File: src/rtl/cond_pkg.sv
// cond_pkg: condition codes, flag bit positions and flag-write field constants
package cond_pkg;
  typedef enum logic [3:0] {
    EQ = 4'b0000, NE = 4'b0001, CS = 4'b0010, CC = 4'b0011,
    MI = 4'b0100, PL = 4'b0101, VS = 4'b0110, VC = 4'b0111,
    HI = 4'b1000, LS = 4'b1001, GE = 4'b1010, LT = 4'b1011,
    GT = 4'b1100, LE = 4'b1101, AL = 4'b1110, NV = 4'b1111
  } cond_e;
  localparam int FLAG_N = 3;
  localparam int FLAG_Z = 2;
  localparam int FLAG_C = 1;
  localparam int FLAG_V = 0;
  localparam logic [1:0] FW_NZ = 2'b10;
  localparam logic [1:0] FW_CV = 2'b01;
endpackage

File: src/rtl/cond_eval.sv
// cond_eval: decodes a 4-bit condition field against NZCV; the reserved code never executes
module cond_eval
  import cond_pkg::*;
(
  input  logic [3:0] cond,
  input  logic [3:0] flags,
  output logic       cond_ex
);
  logic n, z, c, v;
  assign n = flags[FLAG_N];
  assign z = flags[FLAG_Z];
  assign c = flags[FLAG_C];
  assign v = flags[FLAG_V];
  // condition decode table
  always_comb begin
    cond_ex = 1'b0;
    case (cond_e'(cond))
      EQ: cond_ex = z;
      NE: cond_ex = !z;
      CS: cond_ex = c;
      CC: cond_ex = !c;
      MI: cond_ex = n;
      PL: cond_ex = !n;
      VS: cond_ex = v;
      VC: cond_ex = !v;
      HI: cond_ex = c & !z;
      LS: cond_ex = !c | z;
      GE: cond_ex = n == v;
      LT: cond_ex = n != v;
      GT: cond_ex = !z & (n == v);
      LE: cond_ex = z | (n != v);
      AL: cond_ex = 1'b1;
      default: cond_ex = 1'b0;
    endcase
  end
endmodule

File: src/rtl/cond_unit.sv
// cond_unit: NZCV flag register, condition gating of E-stage controls and the E/M register.
// Defining COND_STATS_EN adds saturating executed/squashed instruction counters.
module cond_unit
  import cond_pkg::*;
#(
  parameter int CNT_W = 16
) (
  input  logic             clk,
  input  logic             reset_n,
  input  logic             stall_i,
  input  logic             flush_i,
  input  logic             valid_i,
  input  logic [3:0]       cond_i,
  input  logic [3:0]       alu_flags_i,
  input  logic [1:0]       flag_write_i,
  input  logic             pc_src_i,
  input  logic             reg_write_i,
  input  logic             mem_write_i,
  input  logic             no_write_i,
  output logic             cond_ex_o,
  output logic [3:0]       flags_o,
  output logic             valid_o,
  output logic             pc_src_o,
  output logic             reg_write_o,
  output logic             mem_write_o,
`ifdef COND_STATS_EN
  output logic [CNT_W-1:0] exec_cnt_o,
  output logic [CNT_W-1:0] squash_cnt_o,
`endif
  output logic             illegal_cond_o
);
  logic adv, go;
  cond_eval u_eval (.cond(cond_i), .flags(flags_o), .cond_ex(cond_ex_o));
  assign adv = valid_i & !flush_i & !stall_i;
  assign go  = adv & cond_ex_o;
  // flags, E/M boundary and sticky illegal flag; flush beats stall, reset beats both
  always_ff @(posedge clk) begin
    if (!reset_n) begin
      flags_o        <= '0;
      valid_o        <= 1'b0;
      pc_src_o       <= 1'b0;
      reg_write_o    <= 1'b0;
      mem_write_o    <= 1'b0;
      illegal_cond_o <= 1'b0;
    end else if (flush_i) begin
      valid_o     <= 1'b0;
      pc_src_o    <= 1'b0;
      reg_write_o <= 1'b0;
      mem_write_o <= 1'b0;
    end else if (!stall_i) begin
      valid_o     <= valid_i;
      pc_src_o    <= pc_src_i & go;
      reg_write_o <= reg_write_i & !no_write_i & go;
      mem_write_o <= mem_write_i & go;
      if (go && (flag_write_i & FW_NZ) != 2'b00) flags_o[3:2] <= alu_flags_i[3:2];
      if (go && (flag_write_i & FW_CV) != 2'b00) flags_o[1:0] <= alu_flags_i[1:0];
      if (adv && cond_e'(cond_i) == NV) illegal_cond_o <= 1'b1;
    end
  end
`ifdef COND_STATS_EN
  // saturating executed / condition-failed counters
  always_ff @(posedge clk) begin
    if (!reset_n) begin
      exec_cnt_o   <= '0;
      squash_cnt_o <= '0;
    end else begin
      if (go && !(&exec_cnt_o)) exec_cnt_o <= exec_cnt_o + 1'b1;
      if (adv && !cond_ex_o && !(&squash_cnt_o)) squash_cnt_o <= squash_cnt_o + 1'b1;
    end
  end
`endif
endmodule

File: config.mk
export PLATFORM = sky130hd
export DESIGN_NAME = cond_unit
export DESIGN_NICKNAME = d
export VERILOG_FILES = /design/src/rtl/cond_pkg.sv /design/src/rtl/cond_eval.sv /design/src/rtl/cond_unit.sv
export SDC_FILE = /design/constraint.sdc
export NUM_CORES = 1
export LEC_CHECK = 0
export CAP_MARGIN = 15
export CELL_PAD_IN_SITES_DETAIL_PLACEMENT = 2
export CELL_PAD_IN_SITES_GLOBAL_PLACEMENT = 2
export CORE_MARGIN = 5
export CORE_UTILIZATION = 31
export DETAILED_ROUTE_END_ITERATION = 7
export DONT_BUFFER_PORTS = 1
export PLACE_DENSITY_LB_ADDON = 0.1
export SYNTH_ARGS = -nofsm -noshare
export SYNTH_HDL_FRONTEND = slang
export SYNTH_HIERARCHICAL = 1
export SYNTH_SLANG_ARGS = --single-unit
File: constraint.sdc
create_clock -name clk -period 2.35 [get_ports clk]
set_input_delay 0.1175 -clock clk [delete_from_list [all_inputs] [get_ports clk]]
set_output_delay 0.1175 -clock clk [all_outputs]
set_load 0.02 [all_outputs]
Word level (Yosys, flattened, before mapping). Cells that the tools add are included.

Output and inout port bits: 10. Word-level logic and storage cells: 54. Register bits: 9. Bits of input ports: 19.

Reductions and logical operators: 15. Bitwise operators: 14. Equal/unequal tests: 17. Muxes and demuxes: 1.

Operator list (count): $eq 4x4->1 const B (8); $eq 4x3->1 const B (4); $pmux 1 s15 (1); $and 1x1->1 (9); $reduce_and 3->1 (3); $eq 4x2->1 const B (2); $logic_not 1->1 (7); $eq 4x1->1 const B (1); $logic_not 4->1 (1); $logic_and 1x1->1 (3); $not 1->1 (3); $or 1x1->1 (2); $reduce_or 2->1 (1); $eq 1x1->1 (1); $ne 1x1->1 (1).

Logic depth before layout (Yosys ltp).
Word-level depth: 6. Mapped depth: 8. Mapped depth without buffers: 7.

By module. Netlist, hierarchy kept.

By module, submodules not included: cond_unit (seq. area each 180.2 sq um, area each 372.9 sq um, instances 1, cells an instance 39); cond_eval (seq. area each 0.0 sq um, area each 193.9 sq um, instances 1, cells an instance 28).

Worst setup path after synthesis. Ideal clock, no wire load.

Path type: reg2reg. Start: register flags_o[3]. End: register reg_write_o. Setup time: 0.116 ns. Slack: 0.289 ns. Data required time: 2.234 ns. Clock period less this slack: 2.061 ns. Stages on the path, launching flop included: 8. Buffers on the path: 0. Arrival time: 1.945 ns. Cell sequence: dfxtp_1 > xnor2_2 > o22ai_1 > a211o_1 > a211o_1 > and4bb_4 > a32oi_1 > nor2_1.

Longest elaborated chain between the ends: 5. Elaborated cells between the ends (all ways): 8. Classes of those cells: eq/ne: 2; mux: 1; bitwise: 4; reduce/logical: 1.

RTL lines: start, declared (RTL line cond_unit.sv:21) `output logic [3:0] flags_o,`; start signal, assigned (RTL line cond_unit.sv:55) `if (go && (flag_write_i & FW_NZ) != 2'b00) flags_o[3:2] <= alu_flags_i[3:2];`; $ne 1x1->1 or $eq 1x1->1 (tied branches); $or 1x1->1 or $and 1x1->1 (tied branches) (RTL line cond_eval.sv:31, cond_eval.sv:30); $pmux 1 s15 (*) (RTL line cond_eval.sv:17) `case (cond_e'(cond))`; named net cond_ex_o (RTL line cond_unit.sv:20) `output logic cond_ex_o,`; $and 1x1->1 (*) (RTL line cond_unit.sv:35) `assign go = adv & cond_ex_o;`; $and 1x1->1 (*) (RTL line cond_unit.sv:53) `reg_write_o <= reg_write_i & !no_write_i & go;`; end signal, assigned (RTL line cond_unit.sv:53); end, declared (RTL line cond_unit.sv:24) `output logic reg_write_o,`.

Mark *: on every way through the listed nets, which the timed path passes. The rest lies on a longest branch. A chain may end at the register's enable or synchronous reset.

Worst setup path after layout.
Start: register flags_o[3]. End: register reg_write_o.

Longest elaborated chain between the ends: 5. Elaborated cells between the ends (all ways): 8. Classes of those cells: eq/ne: 2; mux: 1; bitwise: 4; reduce/logical: 1.

RTL lines (RTL line): $ne 1x1->1 or $eq 1x1->1 (tied branches); $or 1x1->1 or $and 1x1->1 (tied branches) (cond_eval.sv:31, cond_eval.sv:30); $pmux 1 s15 (*) (cond_eval.sv:17); $and 1x1->1 (*) (cond_unit.sv:35); $and 1x1->1 (*) (cond_unit.sv:53).

Every way passes the cells marked *; elsewhere a longest branch is shown, timed or not.

==> metrics.md <==
| Metric | Value |
|---|---|
| Design area | roughly 700 sq um |
| Most frequent cells in the layout | nand2_1 (11), dfxtp_1 (9), dlygate4sd3_1 (6) |
| Final-report hold violation count | 0 |
| Mapped Cells | 67 |
| Reg2reg start | flags_o[3] |
| Clock-pin slew on the worst setup and hold paths | ~60 ps |
| All-Layer GR Usage | roughly 14% |
| Synthesis-stage register bit count | 9 |
| Synth cell types | 28 |
| Startpoint Class | flop |
| Antenna viol nets, final | 0 |
| Critical Path Start | flags_o[3] |
| Area grow syn2layout | 23.6% |
| Largest net degree at the start of global routing | 11 |
| Hold Crit Depth | 2 |
| Post-CTS sizing | 0 |
| Hold Crit Class | in -> reg |
| Nets | roughly 100 |
| Rows | 15 |
| Area taken by multi-input logic gates | 369 sq um |
| Worst VDD drop | 0.301 mV |
| DRC violations left | 0 |
| IO Pins | 29 |
| Setup total negative slack | 0 ps |
| Final Slew Violations | 0 |
| First drt pass iteration count | 4 |
| Detailed Route WL | approximately 1700 microns |
| Worst EP required | approximately 2500 ps |
| Status | finished, final reports clean |
| Layout Skew | between 1.5 and 2 ps |
| Pre-CTS setup slack | slightly above 400 ps |
| Post-DP HPWL | around 1300 microns |
| Clock root buffer | clkbuf_4 |
| Die span in x | ~53 microns |
| Total number of vias | 559 |
| Vias in the first global route | slightly above 600 |
| First-pass GRT wire length | 2730 microns |
| Htree depth | 1 |
| WL/cell | 16.6 microns |
| Vias per std cell | roughly 5.4 |
| RePlAce Congestion | around 0.67 |
| Mapped Area | ~570 sq um |
| Yosys warns | 6 |
| Relative slew margins | between 70% and 80% |
| Critical Path End Type | flop |
| Clock Sinks | 9 |
| CTS tree | done |
| Max cap viols | 0 |
| Clock Latency Late Sink | about 260 ps |
| Hold Buf Count CTS | 6 |
| Worst Hold Launch | reset_n |
| Placed cell area | 614 sq um |
| Tcrit/Tclk final | between 80% and 90% |
| Die Y | roughly 53 microns |
| RSZ-0062 raised after global routing | no |
| Bufs on Longest Clock Path | 2 |
| Worst-Margin Slew | around 380 ps |
| Seq. cell area | roughly 180 sq um |
| Worst setup path category | reg -> reg |
| Num CTS Buffers | 3 |
| Initial Utilization | between 30% and 40% |
| Number of buffers added on ports | 0 |
| Syn Area/Cell | between 8 and 9 sq um |
| # diodes | 0 |
| Total gr overflow | 0 |
| Final setup fails | 0 |
| Post-route setup slack | roughly 430 ps |
| Cells on worst reg2reg path | 7 |
| DRC marker count from the first detailed-route iteration | 4 |
| Synthesized net count | 86 |
| Pwr Density | 468 nW/um^2 |
| Total Die Area | 2780 sq um |
| Number of post-CTS setup repair buffers | 0 |
| Layout cells sized above 1 | between 10% and 20% |
| Antenna violations before repair | 0 |
| Fmax achieved | between 500 and 600 MHz |
| Sequential area share after synthesis | a little under a third |
| CP max FO | 6 |
| Core Region | between 1500 and 2000 sq um |
| FILL cells | between 200 and 250 |
| CP arrival | roughly 2100 ps |
| Commonest non-fill, non-tap cell in the layout | nand2_1 |
| Min Tclk post-route | about 1900 ps |
| Leakage Power | 0.292 nW |
==> worst max-delay path, stage by stage, from the launching register on <==
cell,delay [ps]
dfxtp_1,470
xnor2_2,170
o22ai_1,110
a211o_1,300
a211o_1,270
and4bb_4,240
a32oi_1,200
nor2_1,60
==> per-stage QoR <==
stage | hold WS (ps) | cells | utilization, % | total power, W
3_5_place_dp | 245 | 93 | 35.6 | 0.000203
3_3_place_gp | 240 | 93 | 35.6 | 0.000202
4_1_cts | 1.92 | 103 | 40.6 | 0.000331
5_1_grt | 3.28 | 103 | 40.6 | 0.000347
6_report | 0.625 | 103 | 40.6 | 0.000328
2_1_floorplan | 250 | 67 | - | 0.000199
==> cells in the mapped netlist (all sizes together) <==
cell    instances  share of area [%]
nand2          13                 11
clkbuf          1               0.66
a211o           2                3.1
o21a            1                1.3
nand2b          4                4.4
nand4           1                1.1
dfxtp           9                 32
nor2b           1                1.1
mux2i           4                7.1
o31ai           1                1.3
mux2            1                2.6
nor3b           1                1.3
nor2            5                3.3
o22ai           1                1.1
a221oi          1                1.5
a21oi           4                3.5
a22oi           3                4.0
xnor2           1                2.9
and4bb          1                2.9
nor3            3                2.6
and3b           1                1.5
buf             2                1.8
o211ai          2                2.6
or2b            1                1.3
xor2            1                1.5
inv             1               0.66
a32oi           1                1.5
==> final timing paths <==
path | end | slack (ps)
setup reg to reg | reg_write_o | 430
hold / removal | flags_o[0] | 0.6
hold reg to reg | valid_o | 570
setup / recovery | reg_write_o | 430
==> power breakdown <==
part	switching (W)	total, W	internal [W]
logic	0.0000208	0.0000485	0.0000277
registers	0.00000388	0.000158	0.000155
clock network	0.0000557	0.000121	0.0000656
==> per-layer routing <==
layer / wire, microns / vias to the layer above / GRT usage [%]
li1: - / 265 / -
met1: 667 / 270 / 14.8
met2: 897 / 20 / 24.2
met3: 111 / 4 / 4.27
met4: 29 / 0 / 6.38
met5: 0 / - / 0
==> flip-flops by register name (all words and copies together), names as in the netlist <==
register,cells
flags_o,4
illegal_cond_o,1
mem_write_o,1
pc_src_o,1
reg_write_o,1
valid_o,1
==> area by class of cell <==
cell class / count / area share, %
inverters: 1 / 0.536
clock buffers: 4 / 3.75
flip-flops and latches: 9 / 25.7
well taps: 25 / 4.46
repair buffers: 10 / 12.9
multi-input cells: 54 / 52.7
==> cells by family (layout without fill, tap and decap cells) <==
logic type	after synthesis	after routing	share of synthesized area, %
xor gates and xnor gates	2	2	4.42
AOI/OAI and AO/OA	16	16	20.1
and+or+nand+nor	31	31	30.9
DFF	9	9	31.8
buffers and inverters	4	15	3.09
muxes	5	5	9.71
(Power assumes the default switching activity.)
